===== config.mk =====
export PLATFORM = sky130hd
export DESIGN_NAME = full_adder
export DESIGN_NICKNAME = d
export VERILOG_FILES = /design/src/rtl/full_adder.sv
export SDC_FILE = /design/constraint.sdc
export NUM_CORES = 1
export LEC_CHECK = 0
export CAP_MARGIN = 20
export CORE_AREA = 2 2 39 41
export DETAILED_ROUTE_END_ITERATION = 12
export DIE_AREA = 0 0 41 43
export SKIP_LAST_GASP = 1
export SYNTH_ARGS = -nofsm -noshare
export SYNTH_HDL_FRONTEND = slang
export SYNTH_SLANG_ARGS = --single-unit

===== constraint.sdc =====
create_clock -name clk -period 0.96 [get_ports clk]
set_input_delay 0.192 -clock clk [delete_from_list [all_inputs] [get_ports clk]]
set_output_delay 0.192 -clock clk [all_outputs]
set_load 0.02 [all_outputs]

===== src/rtl/full_adder.sv =====
// rtl/full_adder.sv - registered ripple-carry adder, optional signed overflow via FULL_ADDER_OVERFLOW_EN
module full_adder #(
  parameter int WIDTH = 1
) (
  input  logic             clk,
  input  logic             rst_n,
  input  logic             in_valid,
  input  logic [WIDTH-1:0] a,
  input  logic [WIDTH-1:0] b,
  input  logic             cin,
  output logic [WIDTH-1:0] s,
  output logic             cout,
`ifdef FULL_ADDER_OVERFLOW_EN
  output logic             ovf,
`endif
  output logic             out_valid
);

  logic [WIDTH-1:0] sum_c;
  logic             carry;
`ifdef FULL_ADDER_OVERFLOW_EN
  logic             carry_msb;
`endif

  // Ripple the carry through one full-adder cell per bit; carry_msb is the carry into the MSB cell
  always_comb begin
    sum_c = '0;
    carry = cin;
`ifdef FULL_ADDER_OVERFLOW_EN
    carry_msb = cin;
`endif
    for (int i = 0; i < WIDTH; i++) begin
`ifdef FULL_ADDER_OVERFLOW_EN
      carry_msb = carry;
`endif
      sum_c[i] = a[i] ^ b[i] ^ carry;
      carry    = (a[i] & b[i]) | (carry & (a[i] ^ b[i]));
    end
  end

  // Capture the result on a valid edge, hold it otherwise; out_valid tracks in_valid one edge later
  always_ff @(posedge clk or negedge rst_n) begin
    if (!rst_n) begin
      s         <= '0;
      cout      <= 1'b0;
      out_valid <= 1'b0;
    end else begin
      out_valid <= in_valid;
      if (in_valid) begin
        s    <= sum_c;
        cout <= carry;
      end
    end
  end

`ifdef FULL_ADDER_OVERFLOW_EN
  // Two's-complement overflow: carry into the MSB differs from carry out of it
  always_ff @(posedge clk or negedge rst_n) begin
    if (!rst_n) begin
      ovf <= 1'b0;
    end else if (in_valid) begin
      ovf <= carry ^ carry_msb;
    end
  end
`endif

endmodule


# After elaboration in Yosys (flattened, before gate mapping)
# Cells that the tools add are included.
# classes
bitwise,5
# op_table
cell,n
1-bit bitwise AND,2
1-bit XOR,2
1-bit OR,1
# word_totals
in_bits,6
wordCells,8
ff_bits,3
output_inout_bits,3

# Longest topological paths before layout
# Gate-level depths: netlist of the first run.
# logic_depth
word_depth,3
depth_mapped,2
ltp_nobuf,2

# Worst setup path before layout of the first run
# OpenSTA, ideal clock, no wires.
# synth_timing
path_kind,input-to-reg
from,input a
to,register s
slack_ps,-58
required_ps,835
setup_ps,125
cell_stages,2
t_arrival_ps,893
n_path_buf,0
cell_sequence,fa_1 > mux2_2
# synth_between
elab_chain_cells,2
# synth_rtl
element,line,text
"start, declared",8,"input logic [WIDTH-1:0] a,"
1-bit XOR (2 in a row),36,sum_c[i] = a[i] ^ b[i] ^ carry;
"end signal, assigned",50,s <= sum_c;
"end, declared",11,"output logic [WIDTH-1:0] s,"
# No other way between the ends.
# A chain may end at the register's enable or synchronous reset.

# Worst setup path after layout of the first run
# layout_timing
from,register s
to,output s
# No word-level cell between the ends.

==> flow_summary.yaml, run 1 <==
status:
  status: "completed"
hold_path:
  holdCritPathClass: "input port to async pin"
critical_path:
  path_cells: "buf_6"
  cp.arrival_ps: 750
  worst-path-buf-inv: 1
  crit_family: "flip-flops"
  setup.worst_path.start_class: "flop"
  max_stage_delay_ps: 380
  crit_slowest_cell: "dfrtp_1"
  worstSetupEndpointType: "output port"
  path_class: "flop to output port"
  critPathRequiredTime_ps: 770
  crit_fanout: 2
power_and_ir_drop:
  finalPower_w: 0.000491
  cellPowerDensity_nw_per_um2: 1950
  vdd_drop_max_mv: 0.584
  leakagePower_nw: 0.122
synthesis:
  synth_edf_count: 0
  syn_avg_cell_area_sq_um: 19.6
  syn_inst: 6
  yosys-top-cells-count: "3 x dfrtp_1, 2 x mux2_2, 1 x fa_1"
  synth.most_common_cell: "dfrtp_1"
  synth_top_area_cell: "dfrtp_1"
  synthDistinctLibCells: 3
  ys_async_sr_fraction_pct: 100
  ys.flop_type: "dfrtp_1"
  syn_area_sq_um: 118
  synth_top_area_share_pct: 63.8
  seq_area_frac_synth_pct: 63.8
  ys_seq_elements: 3
  syn-num-nets: 13
  yosysWarnings: 0
  yosys-top-cells-area: "dfrtp_1 64%, mux2_2 19%, fa_1 17%"
sta:
  whs_ps: 142
  hold_violations: 0
  setup_viol: 0
  rsz0062_at_grt: "yes"
  maxSlewHeadroom_pct: 89.8
  period_share_pct: 98.3
  fin_crit_ps: 944
  slew_viol_final: 0
  max_freq_mhz: 1060
  fin_skew_ps: 0
  worst_pin_slew_ps: 153
layout:
  finalInstanceArea_sq_um: 251
  n_antenna_cell: 0
  fillerInstances: 147
  final_nets: 27
  drive_above_1_share_pct: 57.9
  utilization_pct: 18.2
  area_growth_pct: 114
clock_tree:
  cts_sinks: 3
  cts_tree: "done"
  insertion_delay_ps: 230
  root_buffer: "clkbuf_4"
  cts_buffers: 3
  path_clk_slew_ps: 40
  h-tree-depth: 1
  clockBufferDepth: 2
die:
  dieArea_sq_um: 1760
  core-area_sq_um: 1380
  row_count: 14
  io_pins: 9
  die_y_um: 43
  start_util_pct: 8.50
  dieWidth_um: 41
detailed_routing:
  ant_nets: 0
  vias: 110
  routed_wl_um: 296
  drtIter0Drc: 0
  post_drt_wl_per_cell_um: 8.46
  drt_pass1_iterations: 1
  drc: 0
  viasPerCell: 3.14
placed_design:
  place.gp.congestion: 0.550
  post_dp_cell_area_sq_um: 218
  portBuffers: 8
global_route:
  grt_pass1_vias: 111
  antenna_found_initial: 0
  overflow: 0
  grt_max_degree: 4
  track_usage_pct: 5.75
  grt_pass1_wl_um: 558
run:
  cap_violations: 0
==> worst paths after layout <==
| path | from | to | slack (ps) | depth (start not counted) |
|---|---|---|---|---|
| worst max-delay path | s | s | 20 | 1 |
| max in group asynchronous | rst_n | out_valid | 670 | 1 |
| min in group clk | in_valid | out_valid | 170 | 1 |
| worst min register to register | cout | cout | 530 | 1 |
| worst max register to register | s | s | 70 | 2 |
| worst min-delay path | rst_n | s | 140 | 1 |
==> power breakdown <==
group          total (W)  internal [W]  switching [W]
logic           0.000115     0.0000703      0.0000446
registers       0.000154      0.000143      0.0000108
clock network   0.000222      0.000156      0.0000665
==> layer usage <==
| metal | share of wire (%) | GRT usage (%) | vias up |
|---|---|---|---|
| li1 | - | - | 46 |
| met1 | 42 | 5.86 | 53 |
| met2 | 38 | 5.00 | 11 |
| met3 | 21 | 7.33 | 0 |
| met4 | 0 | 6.00 | 0 |
| met5 | 0 | 0 | - |
==> sequential cells by signal, summed over array words and instances (netlist names) <==
register	count
s	1
cout	1
out_valid	1
==> repair_timing <==
action                                  CTS  global route
hold buffers                              0             0
pin swaps                                 1             0
buffers inserted                          0             1
resized for setup                        25             5
endpoints found under the setup margin    5             4
==> through the flow <==
stage	setup slack [ps]	setup TNS (ps)	std cells
global route	-31.1	-51.1	35
floorplan	-57.9	-57.9	6
finish	16.0	0	35
global placement	-503	-1430	30
CTS	-9.76	-9.76	34
detailed placement	-522	-1510	30
==> placed cells by master (no fill, tap or decap) <==
cell	netlist	layout
buf_6	0	3
dfrtp_1	3	3
clkdlybuf4s50_1	0	1
clkbuf_4	0	3
dlymetal6s2s_1	0	1
buf_2	0	2
mux2_4	0	1
clkdlybuf4s15_1	0	1
mux2_2	2	1
clkbuf_1	0	1
fa_1	1	1
buf_4	0	1
==> logic make-up (layout without fill, tap and decap cells) <==
group / after synthesis / after routing / share of synthesized area [%]
flops: 3 / 3 / 63.8
mux: 2 / 2 / 19.1
fa+ha+maj: 1 / 1 / 17.0
buf+inv: 0 / 13 / 0
==> final cells by class <==
class	count	area, sq um	area share, %
clock buffer	4	26.3	10.4
multi-input combinational	3	46.3	18.4
sequential	3	75.1	29.9
tap	16	20.0	7.96
timing repair buffer	9	83.8	33.3
Note: power is estimated with default switching activity, not from simulation.
==> inputs of run 2 (changes only) <==
--- a/config.mk
+++ b/config.mk
@@ -9,6 +9,7 @@
 export CORE_AREA = 2 2 39 41
 export DETAILED_ROUTE_END_ITERATION = 12
 export DIE_AREA = 0 0 41 43
+export MAX_ROUTING_LAYER = met4
 export SKIP_LAST_GASP = 1
 export SYNTH_ARGS = -nofsm -noshare
 export SYNTH_HDL_FRONTEND = slang
==> results of run 2 <==
No change in the layout: final DEF, timing and power equal those of run 1.
Main changes from that run: final weighted congestion in routability-driven placement 0.550 -> 0.552; overall routing resource usage 5.75% -> 5.89%
